--- src/rtl/rv32i_pkg.sv ---
// Shared RV32I definitions: register address type, data width and register-file constants.
package rv32i_pkg;

  localparam int unsigned XLEN     = 32;
  localparam int unsigned NUM_REGS = 32;

  typedef logic [4:0] regaddr_t;

  localparam regaddr_t REG_ZERO = 5'd0;

endpackage

--- src/rtl/rr_arbiter.sv ---
// Combinational round-robin arbiter: one-hot grant to the first requester after index `last`.
module rr_arbiter #(
  parameter int unsigned N = 2,
  localparam int unsigned LW = $clog2(N)
) (
  input  logic [N-1:0]  req,
  input  logic [LW-1:0] last,
  output logic [N-1:0]  grant
);

  logic found;

  always_comb begin
    grant = '0;
    found = 1'b0;
    for (int unsigned i = 1; i <= N; i++) begin
      int unsigned idx;
      idx = (int'(last) + i) % N;
      if (!found && req[idx]) begin
        grant[idx] = 1'b1;
        found      = 1'b1;
      end
    end
  end

endmodule

--- src/rtl/regfile_wb_scheduler.sv ---
// Round-robin write-back scheduler with registered RF write stage and busy scoreboard.
// Optional write-stage bypass to decode is enabled by defining WB_BYPASS_EN.
module regfile_wb_scheduler
  import rv32i_pkg::*;
#(
  parameter int unsigned NREQ = 2,
  parameter int unsigned XLEN = rv32i_pkg::XLEN
) (
  input  logic                      clk_i,
  input  logic                      rst_ni,
  input  logic [NREQ-1:0]           req_valid_i,
  input  regaddr_t [NREQ-1:0]       req_rd_i,
  input  logic [NREQ-1:0][XLEN-1:0] req_data_i,
  output logic [NREQ-1:0]           req_ready_o,
  input  logic                      issue_valid_i,
  input  regaddr_t                  issue_rd_i,
  input  regaddr_t                  rs1_i,
  input  regaddr_t                  rs2_i,
  output logic                      rs1_busy_o,
  output logic                      rs2_busy_o,
  output logic                      rf_wr_en_o,
  output regaddr_t                  rf_addr_o,
  output logic [XLEN-1:0]           rf_data_o,
  output logic                      fwd1_valid_o,
  output logic                      fwd2_valid_o,
  output logic [XLEN-1:0]           fwd1_data_o,
  output logic [XLEN-1:0]           fwd2_data_o
);

  localparam int unsigned LW = $clog2(NREQ);
  localparam logic [LW-1:0] LAST_RST = LW'(NREQ - 1);

  logic [LW-1:0]       last_q;
  logic [NREQ-1:0]     grant;
  logic [LW-1:0]       gidx;
  logic                any_grant;
  logic [NUM_REGS-1:0] busy_q;
  logic [NUM_REGS-1:0] busy_d;

  rr_arbiter #(.N(NREQ)) u_arb (
    .req   (req_valid_i),
    .last  (last_q),
    .grant (grant)
  );

  // Gating with reset keeps ready low while the block is held in reset.
  assign req_ready_o = grant & {NREQ{rst_ni}};
  assign any_grant   = |grant;

  always_comb begin
    gidx = '0;
    for (int unsigned i = 0; i < NREQ; i++) begin
      if (grant[i]) gidx = LW'(i);
    end
  end

  always_ff @(posedge clk_i or negedge rst_ni) begin
    if (!rst_ni) begin
      last_q <= LAST_RST;
    end else if (any_grant) begin
      last_q <= gidx;
    end
  end

  always_ff @(posedge clk_i or negedge rst_ni) begin
    if (!rst_ni) begin
      rf_wr_en_o <= 1'b0;
      rf_addr_o  <= '0;
      rf_data_o  <= '0;
    end else if (any_grant) begin
      rf_wr_en_o <= (req_rd_i[gidx] != REG_ZERO);
      rf_addr_o  <= req_rd_i[gidx];
      rf_data_o  <= req_data_i[gidx];
    end else begin
      rf_wr_en_o <= 1'b0;
    end
  end

  // Set is applied after clear so a new producer of the same rd keeps it busy.
  always_comb begin
    busy_d = busy_q;
    if (rf_wr_en_o) busy_d[rf_addr_o] = 1'b0;
    if (issue_valid_i && issue_rd_i != REG_ZERO) busy_d[issue_rd_i] = 1'b1;
    busy_d[REG_ZERO] = 1'b0;
  end

  always_ff @(posedge clk_i or negedge rst_ni) begin
    if (!rst_ni) begin
      busy_q <= '0;
    end else begin
      busy_q <= busy_d;
    end
  end

`ifdef WB_BYPASS_EN
  assign fwd1_valid_o = rf_wr_en_o && (rf_addr_o == rs1_i) && (rs1_i != REG_ZERO);
  assign fwd2_valid_o = rf_wr_en_o && (rf_addr_o == rs2_i) && (rs2_i != REG_ZERO);
  assign fwd1_data_o  = rf_data_o;
  assign fwd2_data_o  = rf_data_o;
  assign rs1_busy_o   = busy_q[rs1_i] & ~fwd1_valid_o;
  assign rs2_busy_o   = busy_q[rs2_i] & ~fwd2_valid_o;
`else
  assign fwd1_valid_o = 1'b0;
  assign fwd2_valid_o = 1'b0;
  assign fwd1_data_o  = '0;
  assign fwd2_data_o  = '0;
  assign rs1_busy_o   = busy_q[rs1_i];
  assign rs2_busy_o   = busy_q[rs2_i];
`endif

endmodule
--- config.mk ---
export PLATFORM = sky130hd
export DESIGN_NAME = regfile_wb_scheduler
export DESIGN_NICKNAME = d
export VERILOG_FILES = /design/src/rtl/rv32i_pkg.sv /design/src/rtl/rr_arbiter.sv /design/src/rtl/regfile_wb_scheduler.sv
export SDC_FILE = /design/constraint.sdc
export NUM_CORES = 1
export LEC_CHECK = 0
export BUFFER_PORTS_ARGS = -buffer_cell sky130_fd_sc_hd__buf_4
export CAP_MARGIN = 20
export CORE_MARGIN = 2
export CORE_UTILIZATION = 47
export DETAILED_ROUTE_END_ITERATION = 6
export GPL_ROUTABILITY_DRIVEN = 0
export PLACE_DENSITY = 0.8
export SLEW_MARGIN = 10
export SYNTH_ARGS = -nofsm -noshare
export SYNTH_HDL_FRONTEND = slang
export SYNTH_HIERARCHICAL = 1
export SYNTH_SLANG_ARGS = --single-unit
--- constraint.sdc ---
create_clock -name clk_i -period 1.9 [get_ports clk_i]
set_input_delay 0.095 -clock clk_i [delete_from_list [all_inputs] [get_ports clk_i]]
set_output_delay 0.095 -clock clk_i [all_outputs]
set_load 0.01 [all_outputs]
# Yosys cells after proc, flatten, opt, wreduce, memory -nomap -nowiden
# Index checks and enable logic that the tools add are counted.
[op_classes]
n_bitwise = 5
muxes = 27
add_sub_neg = 2
magnitude_cmp = 11
n_reduce_logical = 10
[ops]
columns = ["operator", "n"]
rows = [
  ["$mux W32", 4],
  ["$and A32 B32 Y32", 1],
  ["$not A32 Y32", 1],
  ["$or A32 B32 Y32", 1],
  ["$lt A5 B6 Y1 const B", 4],
  ["$mux W1", 13],
  ["$bmux W1 S5", 2],
  ["$demux W1 S5", 2],
  ["$ge A5 B1 Y1 const B", 2],
  ["$mux W5", 2],
  ["$reduce_bool A5 Y1", 2],
  ["$logic_and A1 B1 Y1", 6],
  ["$lt A1 B2 Y1 const B", 3],
  ["$mux W2", 2],
  ["$add A1 B1 Y1 const B", 2],
  ["$and A2 B2 Y2", 1],
  ["$demux W1 S1", 2],
  ["$ge A1 B1 Y1 const B", 2],
  ["$or A2 B2 Y2", 1],
  ["$reduce_or A2 Y1", 1],
  ["$logic_not A1 Y1", 1],
]
[word_totals]
regBits = 70
word_cells = 60
out_inout_bits = 108
in_bits = 94

# Logic depth before layout (Yosys ltp)
# Gate-level depths: netlist of the first run.
[depth]
ltp_word = 13
mapped_depth = 6
ltp_nobuf = 5

# Modules after synthesis
# Netlist of the first run, hierarchy kept.
[by_module_without_submodules]
columns = ["module", "cells_each", "instances", "seq_area_each_um2", "area_per_inst_um2"]
rows = [
  ["regfile_wb_scheduler", 436, 1, 1752.9, 4151.5],
  ["rr_arbiter", 3, 1, 0.0, 18.8],
]

# Least setup slack after synthesis of the first run
# Ideal clock, no wire load.
[synth_timing]
kind = "register to register"
start = "register last_q"
end = "register rf_data_o[16]"
arrival_time_ns = 1.559
path_buffers = 2
setup_slack_ns = 0.208
t_required_ns = 1.767
path_stages_with_launch = 7
period_less_slack_ns = 1.692
setup_ns = 0.133
cell_sequence = "dfstp_2 > inv_1 > a21boi_1 > buf_2 > buf_2 > mux2i_1 > o21ai_0"
[synth_via]
word_cells_on_any_way = 26
classes_between = "2 x add/sub; 4 x order compare; 14 x mux; 1 x bitwise; 5 x reduce/logical"
[synth_lines]
columns = ["item", "line_no", "text"]
rows = [
  ["start, declared", "regfile_wb_scheduler.sv:33", "logic [LW-1:0] last_q;"],
  ["start signal, assigned", "regfile_wb_scheduler.sv:61", "last_q <= gidx;"],
  ["$add A1 B1 Y1", "rr_arbiter.sv:18", "idx = (int'(last) + i) % N;"],
  ["$lt A1 B2 Y1 (not written as such) / $ge A1 B1 Y1 (equally long branches)", "rr_arbiter.sv:20", "grant[idx] = 1'b1;"],
  ["$logic_and A1 B1 Y1 (not written as such)", "rr_arbiter.sv:20", ""],
  ["$mux W1 (not written as such)", "rr_arbiter.sv:20", ""],
  ["$demux W1 S1", "n/a", ""],
  ["$mux W2", "rr_arbiter.sv:19", "if (!found && req[idx]) begin"],
  ["$or A2 B2 Y2 (no source line)", "n/a", ""],
  ["$mux W2 (*)", "rr_arbiter.sv:19", ""],
  ["named net grant[0]", "regfile_wb_scheduler.sv:34", "logic [NREQ-1:0] grant;"],
  ["$reduce_or A2 Y1 (*)", "regfile_wb_scheduler.sv:48", "assign any_grant = |grant;"],
  ["end signal, assigned", "regfile_wb_scheduler.sv:73", "rf_data_o <= req_data_i[gidx];"],
  ["end, declared", "regfile_wb_scheduler.sv:23", "output logic [XLEN-1:0] rf_data_o,"],
]
# The timed path passes the listed nets; every way through them passes the cells marked *. The select of a mux whose other input is x is not followed.
# A chain may end at the register's enable or synchronous reset.

# Worst setup path after layout of the first run
[layout_timing]
start = "register busy_q[6]"
end = "output rs2_busy_o"
[layout_via]
elab_chain_cells = 2
[layout_rtl]
columns = ["item", "line_no", "text"]
rows = [
  ["start, declared", "regfile_wb_scheduler.sv:37", "logic [NUM_REGS-1:0] busy_q;"],
  ["start signal, assigned", "regfile_wb_scheduler.sv:91", "busy_q <= busy_d;"],
  ["$bmux W1 S5", "regfile_wb_scheduler.sv:108", "assign rs2_busy_o = busy_q[rs2_i];"],
  ["$mux W1 (not written as such)", "regfile_wb_scheduler.sv:108", ""],
  ["end, declared", "regfile_wb_scheduler.sv:20", "output logic rs2_busy_o,"],
]
# Every way passes these cells. The select of a mux whose other input is x is not followed.

==> results of run 1 <==
==> flip-flops by register name (all words and copies together), names as in the netlist <==
| name | count |
|---|---|
| rf_wr_en_o | 1 |
| rf_addr_o | 5 |
| rf_data_o | 32 |
| last_q | 1 |
| busy_q | 31 |
==> cell usage after synthesis, drive strengths merged <==
cell | instances | area (um2)
dfrtp | 69 | 1730
a21boi | 2 | 15.0
a21o | 1 | 7.51
o2111ai | 2 | 17.5
nor2b | 5 | 31.3
dfstp | 1 | 26.3
or3b | 5 | 43.8
nand3b | 11 | 82.6
a21oi | 7 | 35.0
nand3 | 12 | 60.1
mux4 | 6 | 135
nand4 | 2 | 12.5
buf | 79 | 557
o21ai | 100 | 500
mux2i | 54 | 541
a211oi | 2 | 15.0
o211ai | 2 | 15.0
nand2 | 42 | 158
clkbuf | 8 | 30.0
nor3 | 2 | 10.0
mux2 | 2 | 22.5
inv | 4 | 15.0
conb | 1 | 3.75
and2 | 2 | 12.5
a22oi | 4 | 30.0
nand2b | 4 | 25.0
or3 | 2 | 12.5
nor2 | 8 | 30.0
==> kinds of logic after synthesis <==
family                 Yosys count
AO/OA/AOI/OAI                  120
AND/OR/NAND/NOR                 95
buffers and inverters           91
flip-flops                      70
multiplexers                    62
other                            1
==> power breakdown <==
part / internal [mW] / switching (mW)
logic: 0.885 / 0.842
registers: 1.95 / 0.384
clock network: 0.811 / 0.578
total: 3.65 / 1.80
==> layout make-up <==
class                      instances  area [um2]  area share (%)
sequential                        70        1750            30.7
timing repair buffer             180        1460            25.6
multi-input combinational        343        2110            37.0
inverter                           4        15.0           0.263
clock inverter                     5        81.3            1.43
clock buffer                      11         151            2.65
tap                              108         135            2.37
==> critical path, delay by kind of cell (launching register included) <==
kind,cells,cell delay (ps)
buffers and inverters,1,160
multiplexers,1,470
AND/OR/NAND/NOR,2,270
flip-flops,1,400
AO/OA/AOI/OAI,1,100
==> metrics by stage <==
step / setup TNS [ps] / instances / total power, mW
4_1_cts: 0 / 721 / 5.39
2_1_floorplan: 0 / 504 / 3.29
3_5_place_dp: 0 / 667 / 3.96
6_report: 0 / 721 / 5.45
3_3_place_gp: 0 / 667 / 3.86
5_1_grt: -12.8 / 721 / 5.77
==> repair_timing <==
action | in CTS | in global routing
gates resized for setup | 0 | 4
endpoints found under the hold margin | 69 | 0
buffers inserted | 0 | 0
hold buffers | 38 | 0
setup endpoints to repair | 0 | 2
==> path summary, 6_finish.rpt <==
path | from | endpoint | cells past startpoint
worst min-delay path | req_data_i[5] | rf_data_o[5] | 3
worst max register to register | last_q | rf_data_o[22] | 5
worst min register to register | busy_q[4] | busy_q[4] | 2
worst max-delay path | busy_q[6] | rs2_busy_o | 5
min in group asynchronous | rst_ni | rf_data_o[29] | 2
max in group asynchronous | rst_ni | last_q | 3
==> per-layer routing <==
layer	share of wire (%)	up-vias	wire, um
li1	-	1760	-
met5	0	-	0
met1	39	1858	4710
met4	2.3	0	280
met2	51	209	6190
met3	8.2	21	996
==> reports/qor.csv, run 1 <==
stage;metric;value;unit
outcome;outcome;finished clean;
critical_path;critPathKind;reg2out;
grt;grt_util_met3;6.59;%
place;place_area;5060;um2
synthesis;ys_seq_area_share;42.0;%
place;dp_hpwl;8350;um
place;pre_cts_slack;346;ps
grt;grt_pass1_vias;4027;
grt;antenna_found_initial;0;
routing;ant_nets;0;
final_layout;fin_nets;702;
routing;via_count;3848;
grt;busiest_layer;met2;
critical_path;ff2ff_setup_slack;280;ps
synthesis;ys_ff_latch;70;
grt;gr-usage-met2;43.8;%
cts;cts_tree;done;
critical_path;cp.arrival;1740;ps
timing;fmax;545;MHz
synthesis;synth-simple-area-share;11.5;%
synthesis;synth_fa_ha_area_share;0;%
timing;worst_clock_skew;10.7;ps
floorplan;die-area;9640;um2
critical_path;path_cells;mux4_2, nand2b_4, o211ai_1, nand4_1, buf_4;
synthesis;synthCells;439;
final_layout;drive_above_1_share;28.9;%
pwr;ir_drop;0.000561;V
routing;firstDrtPassIters;4;
grt;track_usage;25.3;%
floorplan;rows;34;
pwr;p_per_area;956;nW/um2
final_layout;layout.cells.most_common;buf_4;
timing;whs;36.0;ps
synthesis;synth_xor_area_share;0;%
floorplan;initial_core_util;48.1;%
floorplan;fp.coreArea;8680;um2
final_layout;antennaDiodeCount;0;
grt;met1_usage;30.3;%
grt;grt_max_degree;53;
critical_path;startpoint_type;flop;
final_layout;nFillCells;651;
critical_path;worstPathRequired;1800;ps
routing;initialDrtViolationCount;202;
floorplan;die_height;98.2;um
cts;cts_buffer_depth;2;
routing;drt-total-wl;12200;um
grt;overflow;0;
critical_path;end_kind;primary output;
timing;period_share;96.6;%
final_layout;fin_area;5700;um2
min_path;hp-class;in2reg;
timing;worst_slack;64.0;ps
job;drv_cap;0;
timing;drv_slew;0;
synthesis;synth_top_family_by_area;multiplexers;
synthesis;yosysWarnings;6;
critical_path;cp_slowest_cell;mux4_2;
final_layout;final_core_util;65.7;%
floorplan;chipWidth;98.2;um
final_layout;syn2layout_area_growth;36.8;%
grt;grt_pass1_wl;19700;um
timing;setup_viol;0;
floorplan;io_pins;202;
routing;drc;0;
critical_path;cpPeakStageDelay;470;ps
synthesis;syn_avg_cell_area;9.50;um2
cts;path_clk_slew;80;ps
cts;clock-sinks;70;
cts;cts_made_buffers;9;
synthesis;synthMuxAreaShare;16.7;%
cts;cts-root-buf;clkbuf_8;
final_layout;layout_common_cells;141 x buf_4, 99 x o21ai_0, 69 x dfrtp_1;
place;port-buffer-count;135;
routing;viasPerCell;5.34;
cts;insertion_delay;350;ps
cts;h-tree-depth;3;
timing;min_period;1840;ps
timing;finalHoldViolCount;0;
pwr;p_leak;2.68;nW
timing;grt_setup_unrepaired;true;
synthesis;synth_compound_area_share;15.2;%
routing;routedWlPerCell;16.9;um
synthesis;netlist_area;4170;um2
critical_path;cp_max_fo;3;
synthesis;synth_cell_type_count;33;
No activity file was read; power rests on OpenSTA's default activity.
==> run 2: changes to the inputs <==
SETUP_SLACK_MARGIN = 0.1   (was not set)
==> run 2 against run 1 <==
Net effect:
- global-route usage rose by 0.16 points
- critical endpoint is now rs1_busy_o
- combinational power about the same
- maximum frequency decreased by 0.70%
==> reports/qor.csv, run 2 (same netlist as run 1, synthesis figures left out) <==
stage;metric;value;unit;change
outcome;outcome;finished clean;;
floorplan;die-area;9640;um2;unchanged
floorplan;initial_core_util;48.1;%;unchanged
critical_path;worstPathRequired;1800;ps;about the same
critical_path;critPathKind;reg2out;;
routing;via_count;3832;;-0.42%
final_layout;drive_above_1_share;29.0;%;+0.16 points
timing;finalHoldViolCount;0;;unchanged
timing;fmax;541;MHz;-0.70%
timing;min_period;1850;ps;+12.9 ps
routing;viasPerCell;5.31;;-0.42%
final_layout;largest_reg_flops;32;;unchanged
cts;insertion_delay;340;ps;about the same
routing;topRoutingLayerUsed;met4;;
routing;drt-met1-wl;4680;um;-0.70%
floorplan;io_pins;202;;unchanged
job;drv_cap;0;;unchanged
min_path;whs_endpoint;rf_data_o[5];;
cts;h-tree-depth;3;;unchanged
grt;grt_max_degree;53;;unchanged
final_layout;layout_common_cells;140 x buf_4, 99 x o21ai_0, 69 x dfrtp_1;;
final_layout;antennaDiodeCount;0;;unchanged
critical_path;r2r-end;rf_data_o[22];;
critical_path;ff2ff_path_depth;5;;unchanged
pwr;p_per_area;956;nW/um2;about the same
routing;drc;0;;unchanged
critical_path;startpoint_type;flop;;
pwr;p_leak;2.70;nW;+0.65%
timing;worst_clock_skew;10.3;ps;-0.440 ps
routing;routedWlPerCell;17.0;um;+0.36%
routing;routed-wl-met2;6270;um;+1.4%
timing;whs;38.3;ps;+2.34 ps
cts;cts-root-buf;clkbuf_8;;
floorplan;chipWidth;98.2;um;unchanged
floorplan;fp.coreArea;8680;um2;unchanged
final_layout;syn2layout_area_growth;37.3;%;
grt;grt_pass1_vias;4047;;+0.50%
place;port-buffer-count;135;;unchanged
routing;firstDrtPassIters;4;;unchanged
floorplan;die_height;98.2;um;unchanged
timing;grt_setup_unrepaired;true;;
cts;cts_made_buffers;9;;unchanged
grt;overflow;0;;unchanged
timing;setup_viol;0;;unchanged
grt;track_usage;25.4;%;+0.16 points
critical_path;cp_max_fo;3;;unchanged
timing;drv_slew;0;;unchanged
cts;cts_buffer_depth;2;;unchanged
critical_path;cp.arrival;1750;ps;about the same
place;dp_hpwl;8350;um;unchanged
final_layout;largest-register;rf_data_o;;
min_path;whs_path_depth;3;;unchanged
routing;wl_met3;1010;um;+1.5%
final_layout;fin_area;5730;um2;+0.37%
floorplan;rows;34;;unchanged
final_layout;fin_nets;702;;unchanged
grt;antenna_found_initial;0;;unchanged
critical_path;ff2ff_setup_slack;270;ps;about the same
final_layout;largest_registers;rf_data_o x32, busy_q x31, rf_addr_o x5;;
min_path;hp-class;in2reg;;
cts;cts_tree;done;;
final_layout;layout.cells.most_common;buf_4;;
routing;initialDrtViolationCount;253;;+25%
cts;clock-sinks;70;;unchanged
critical_path;timing.rr.start;last_q;;
timing;period_share;97.3;%;+0.68 points
place;place_area;5060;um2;unchanged
routing;ant_nets;0;;unchanged
min_path;min_from;req_data_i[5];;
routing;drt-total-wl;12200;um;+0.36%
grt;grt_pass1_wl;19900;um;+0.70%
cts;path_clk_slew;80;ps;about the same
critical_path;end_kind;primary output;;
pwr;ir_drop;0.000563;V;+0.44%
cts;cts_setup_buffers;0;;unchanged
-- run 2: final cells by class --
cell class | count | area (um2)
Multi-Input combinational cell | 343 | 2120
Clock buffer | 11 | 151
Sequential cell | 70 | 1750
Inverter | 4 | 15.0
Timing Repair Buffer | 180 | 1470
Fill cell | 648 | 2950
Tap cell | 108 | 135
Clock inverter | 5 | 81.3
-- run 2: through the flow --
step / utilization (%) / total power, mW / setup WS (ps) / TNS [ps] / instances
final: 66.0 / 5.48 / 51.1 / 0 / 721
after global routing: 66.0 / 5.80 / -23.8 / -26.2 / 721
after CTS: 65.9 / 5.44 / 49.0 / 0 / 721
after detailed placement: 58.3 / 3.96 / 346 / 0 / 667
after global placement: 58.3 / 3.86 / 396 / 0 / 667
after floorplan: - / 3.29 / 208 / 0 / 504
-- run 2: worst max-delay path, cell delays in order, from the launching register on --
cell and delay (ps):
dfrtp_1 400, mux4_2 480, nand2b_4 160, o211ai_1 100, nand4_1 120, buf_4 160
-- run 2: worst max path at each step --
| stage | slack [ps] | cells past startpoint | endpoint | startpoint |
|---|---|---|---|---|
| global placement | 400 | 4 | rf_addr_o[3] | last_q |
| floorplan | 210 | 6 | rf_data_o[16] | last_q |
| detailed placement | 350 | 5 | rf_data_o[12] | last_q |
| CTS | 50 | 5 | rs2_busy_o | busy_q[7] |
| finish | 50 | 5 | rs1_busy_o | busy_q[6] |
| global route | -20 | 5 | rs1_busy_o | busy_q[6] |
-- run 2: routing by layer --
| layer | vias to the layer above | track usage (%) |
|---|---|---|
| met2 | 213 | 44.0 |
| met3 | 19 | 6.51 |
| met5 | - | 0 |
| li1 | 1761 | - |
| met1 | 1839 | 30.7 |
| met4 | 0 | 9.38 |
-- run 2: power by group --
part           switching, mW  total [mW]  internal, mW
clock network          0.576        1.39         0.811
logic                  0.843        1.75         0.906
registers              0.386        2.34          1.95
total                   1.81        5.48          3.67
-- run 2: timing repair --
item	in CTS	in global routing
pin swaps	2	4
hold buffers	38	0
gates resized for setup	6	2
hold endpoints to repair	69	0
endpoints found under the setup margin	3	3
==> run 3: changes to the inputs <==
RECOVER_POWER = 50   (was not set)
==> run 3 against run 2 <==
Net effect:
- design area down 1.6%
- routed wire length up 0.19%
- worst setup slack better by 1.2 ps
- critical path depth unchanged
- total power down 1.0%
- final cell count unchanged
- register-to-register slack about the same
- utilization down 1.0 points
- global-route usage unchanged
- largest cell class unchanged
==> reports/qor.csv, run 3 (same netlist as run 1, synthesis figures left out) <==
stage;metric;value;unit;change
pwr;seqPwrFrac;43.1;%;+0.4 points
critical_path;cp-startpoint;busy_q[7];;
final_layout;drive_above_1_share;25.3;%;-3.8 points
final_layout;fin_nets;702;;unchanged
routing;drc;0;;unchanged
routing;viasPerCell;5.36;;+0.91%
critical_path;critPathKind;reg2out;;
routing;initialDrtViolationCount;243;;-4.0%
final_layout;layout.cells.most_common;buf_4;;
routing;ant_nets;0;;unchanged
critical_path;end_kind;primary output;;
cts;h-tree-depth;3;;unchanged
timing;worst_pin_slew;912;ps;
pwr;p_switching;1.81;mW;+0.28%
critical_path;timing.rr.start;last_q;;
cts;insertion_delay;340;ps;about the same
critical_path;ff2ff_setup_slack;260;ps;about the same
final_layout;syn2layout_area_growth;35.2;%;
min_path;min_from;req_data_i[5];;
cts;cts_tree;done;;
critical_path;startpoint_type;flop;;
floorplan;chipWidth;98.2;um;unchanged
floorplan;rows;34;;unchanged
timing;grt_setup_unrepaired;true;;
timing;whs;37.9;ps;-0.479 ps
job;drv_cap;0;;unchanged
grt;antenna_found_initial;0;;unchanged
routing;routedWlPerCell;17.0;um;+0.19%
floorplan;initial_core_util;48.1;%;unchanged
outcome;outcome;finished clean;;
grt;overflow;0;;unchanged
grt;track_usage;25.4;%;unchanged
routing;drt-total-wl;12200;um;+0.19%
timing;min_period;1850;ps;-1.24 ps
final_layout;largest-register;rf_data_o;;
timing;period_share;97.2;%;about the same
timing;fmax;541;MHz;about the same
routing;firstDrtPassIters;4;;unchanged
floorplan;fp.coreArea;8680;um2;unchanged
cts;clock-sinks;70;;unchanged
pwr;netSwitchingFraction;33.4;%;+0.44 points
critical_path;cp_max_fo;3;;unchanged
critical_path;cpPeakStageDelay;480;ps;about the same
place;port-buffer-count;135;;unchanged
pwr;ir_drop;0.000533;V;-5.4%
final_layout;layout.cells.non_filler;721;;unchanged
routing;via_count;3867;;+0.91%
cts;cts_buffer_depth;2;;unchanged
cts;cts_made_buffers;9;;unchanged
cts;path_clk_slew;80;ps;about the same
pwr;p_int;3.61;mW;-1.7%
grt;grt_max_degree;53;;unchanged
timing;finalHoldViolCount;0;;unchanged
final_layout;largest_reg_flops;32;;unchanged
min_path;hp-class;in2reg;;
timing;drv_slew;0;;unchanged
cts;cts-root-buf;clkbuf_8;;
floorplan;io_pins;202;;unchanged
pwr;p_leak;2.61;nW;-3.2%
critical_path;worstPathRequired;1800;ps;about the same
place;dp.cells;667;;unchanged
floorplan;die-area;9640;um2;unchanged
place;dp_hpwl;8350;um;unchanged
pwr;p_per_area;961;nW/um2;+0.52%
final_layout;layout_common_cells;115 x buf_4, 99 x o21ai_0, 69 x dfrtp_1;;
pwr;p_clk_share;25.6;%;+0.3 points
final_layout;largest_registers;rf_data_o x32, busy_q x31, rf_addr_o x5;;
timing;worst_clock_skew;10.0;ps;-0.258 ps
grt;grt_pass1_vias;4047;;unchanged
final_layout;antennaDiodeCount;0;;unchanged
timing;setup_viol;0;;unchanged
pwr;power_frac_comb;31.2;%;-0.7 points
critical_path;cp.arrival;1750;ps;about the same
timing;worst_slack;52.3;ps;+1.24 ps
place;pre_cts_slack;346;ps;unchanged
timing;slew_headroom;39.2;%;
critical_path;path_cells;mux4_2, nand2b_4, o211ai_1, nand4_1, buf_4;;
critical_path;cp_slowest_cell;mux4_2;;
floorplan;die_height;98.2;um;unchanged
grt;grt_pass1_wl;19900;um;unchanged
## run 3: worst max-delay path: cells and delay by family (launching register included)
kind                   cells  cell delay (ps)
buffers and inverters      1              160
multiplexers               1              480
AO/OA/AOI/OAI              1              100
AND/OR/NAND/NOR            2              280
flip-flops                 1              400
## run 3: worst paths after layout
path	endpoint	depth (start not counted)
max in group asynchronous	last_q	3
worst max-delay path	rs1_busy_o	5
min in group asynchronous	rf_data_o[29]	2
worst min-delay path	rf_data_o[5]	3
worst max register to register	rf_data_o[18]	5
worst min register to register	busy_q[21]	2
## run 3: area by class of cell
| cell class | count | area (um2) |
|---|---|---|
| Timing Repair Buffer | 180 | 1380 |
| Clock inverter | 5 | 81.3 |
| Sequential cell | 70 | 1750 |
| Clock buffer | 11 | 151 |
| Inverter | 4 | 15.0 |
| Tap cell | 108 | 135 |
| Multi-Input combinational cell | 343 | 2120 |
| Fill cell | 680 | 3040 |
## run 3: power groups by stage
stage | Sequential (mW) | Clock, mW | Combinational, mW
2_1_floorplan | 2.27 | 0 | 1.02
3_3_place_gp | 2.32 | 0 | 1.53
3_5_place_dp | 2.36 | 0 | 1.60
4_1_cts | 2.33 | 1.40 | 1.71
5_1_grt | 2.40 | 1.47 | 1.86
6_report | 2.34 | 1.39 | 1.69
## run 3: what timing repair did
action | CTS | global route
pin swaps | 2 | 4
setup endpoints to repair | 3 | 3
buffers inserted | 0 | 0
endpoints found under the hold margin | 69 | 0
gates cloned | 0 | 0
gates resized for setup | 6 | 2
hold buffers | 38 | 0
## run 3: routing by layer
metal  global-route usage (%)  routed length (um)
met3                     6.51                 961
met2                     44.0                6290
met1                     30.7                4730
met4                     9.38                 261
met5                        0                   0
## run 3: stage by stage
step           total power [mW]  area [um2]  utilization, %  setup TNS, ps
2_1_floorplan              3.29        4410               -              0
3_3_place_gp               3.86        5060            58.3              0
3_5_place_dp               3.96        5060            58.3              0
4_1_cts                    5.44        5720            65.9              0
5_1_grt                    5.74        5640            65.0          -57.2
6_report                   5.42        5640            65.0              0
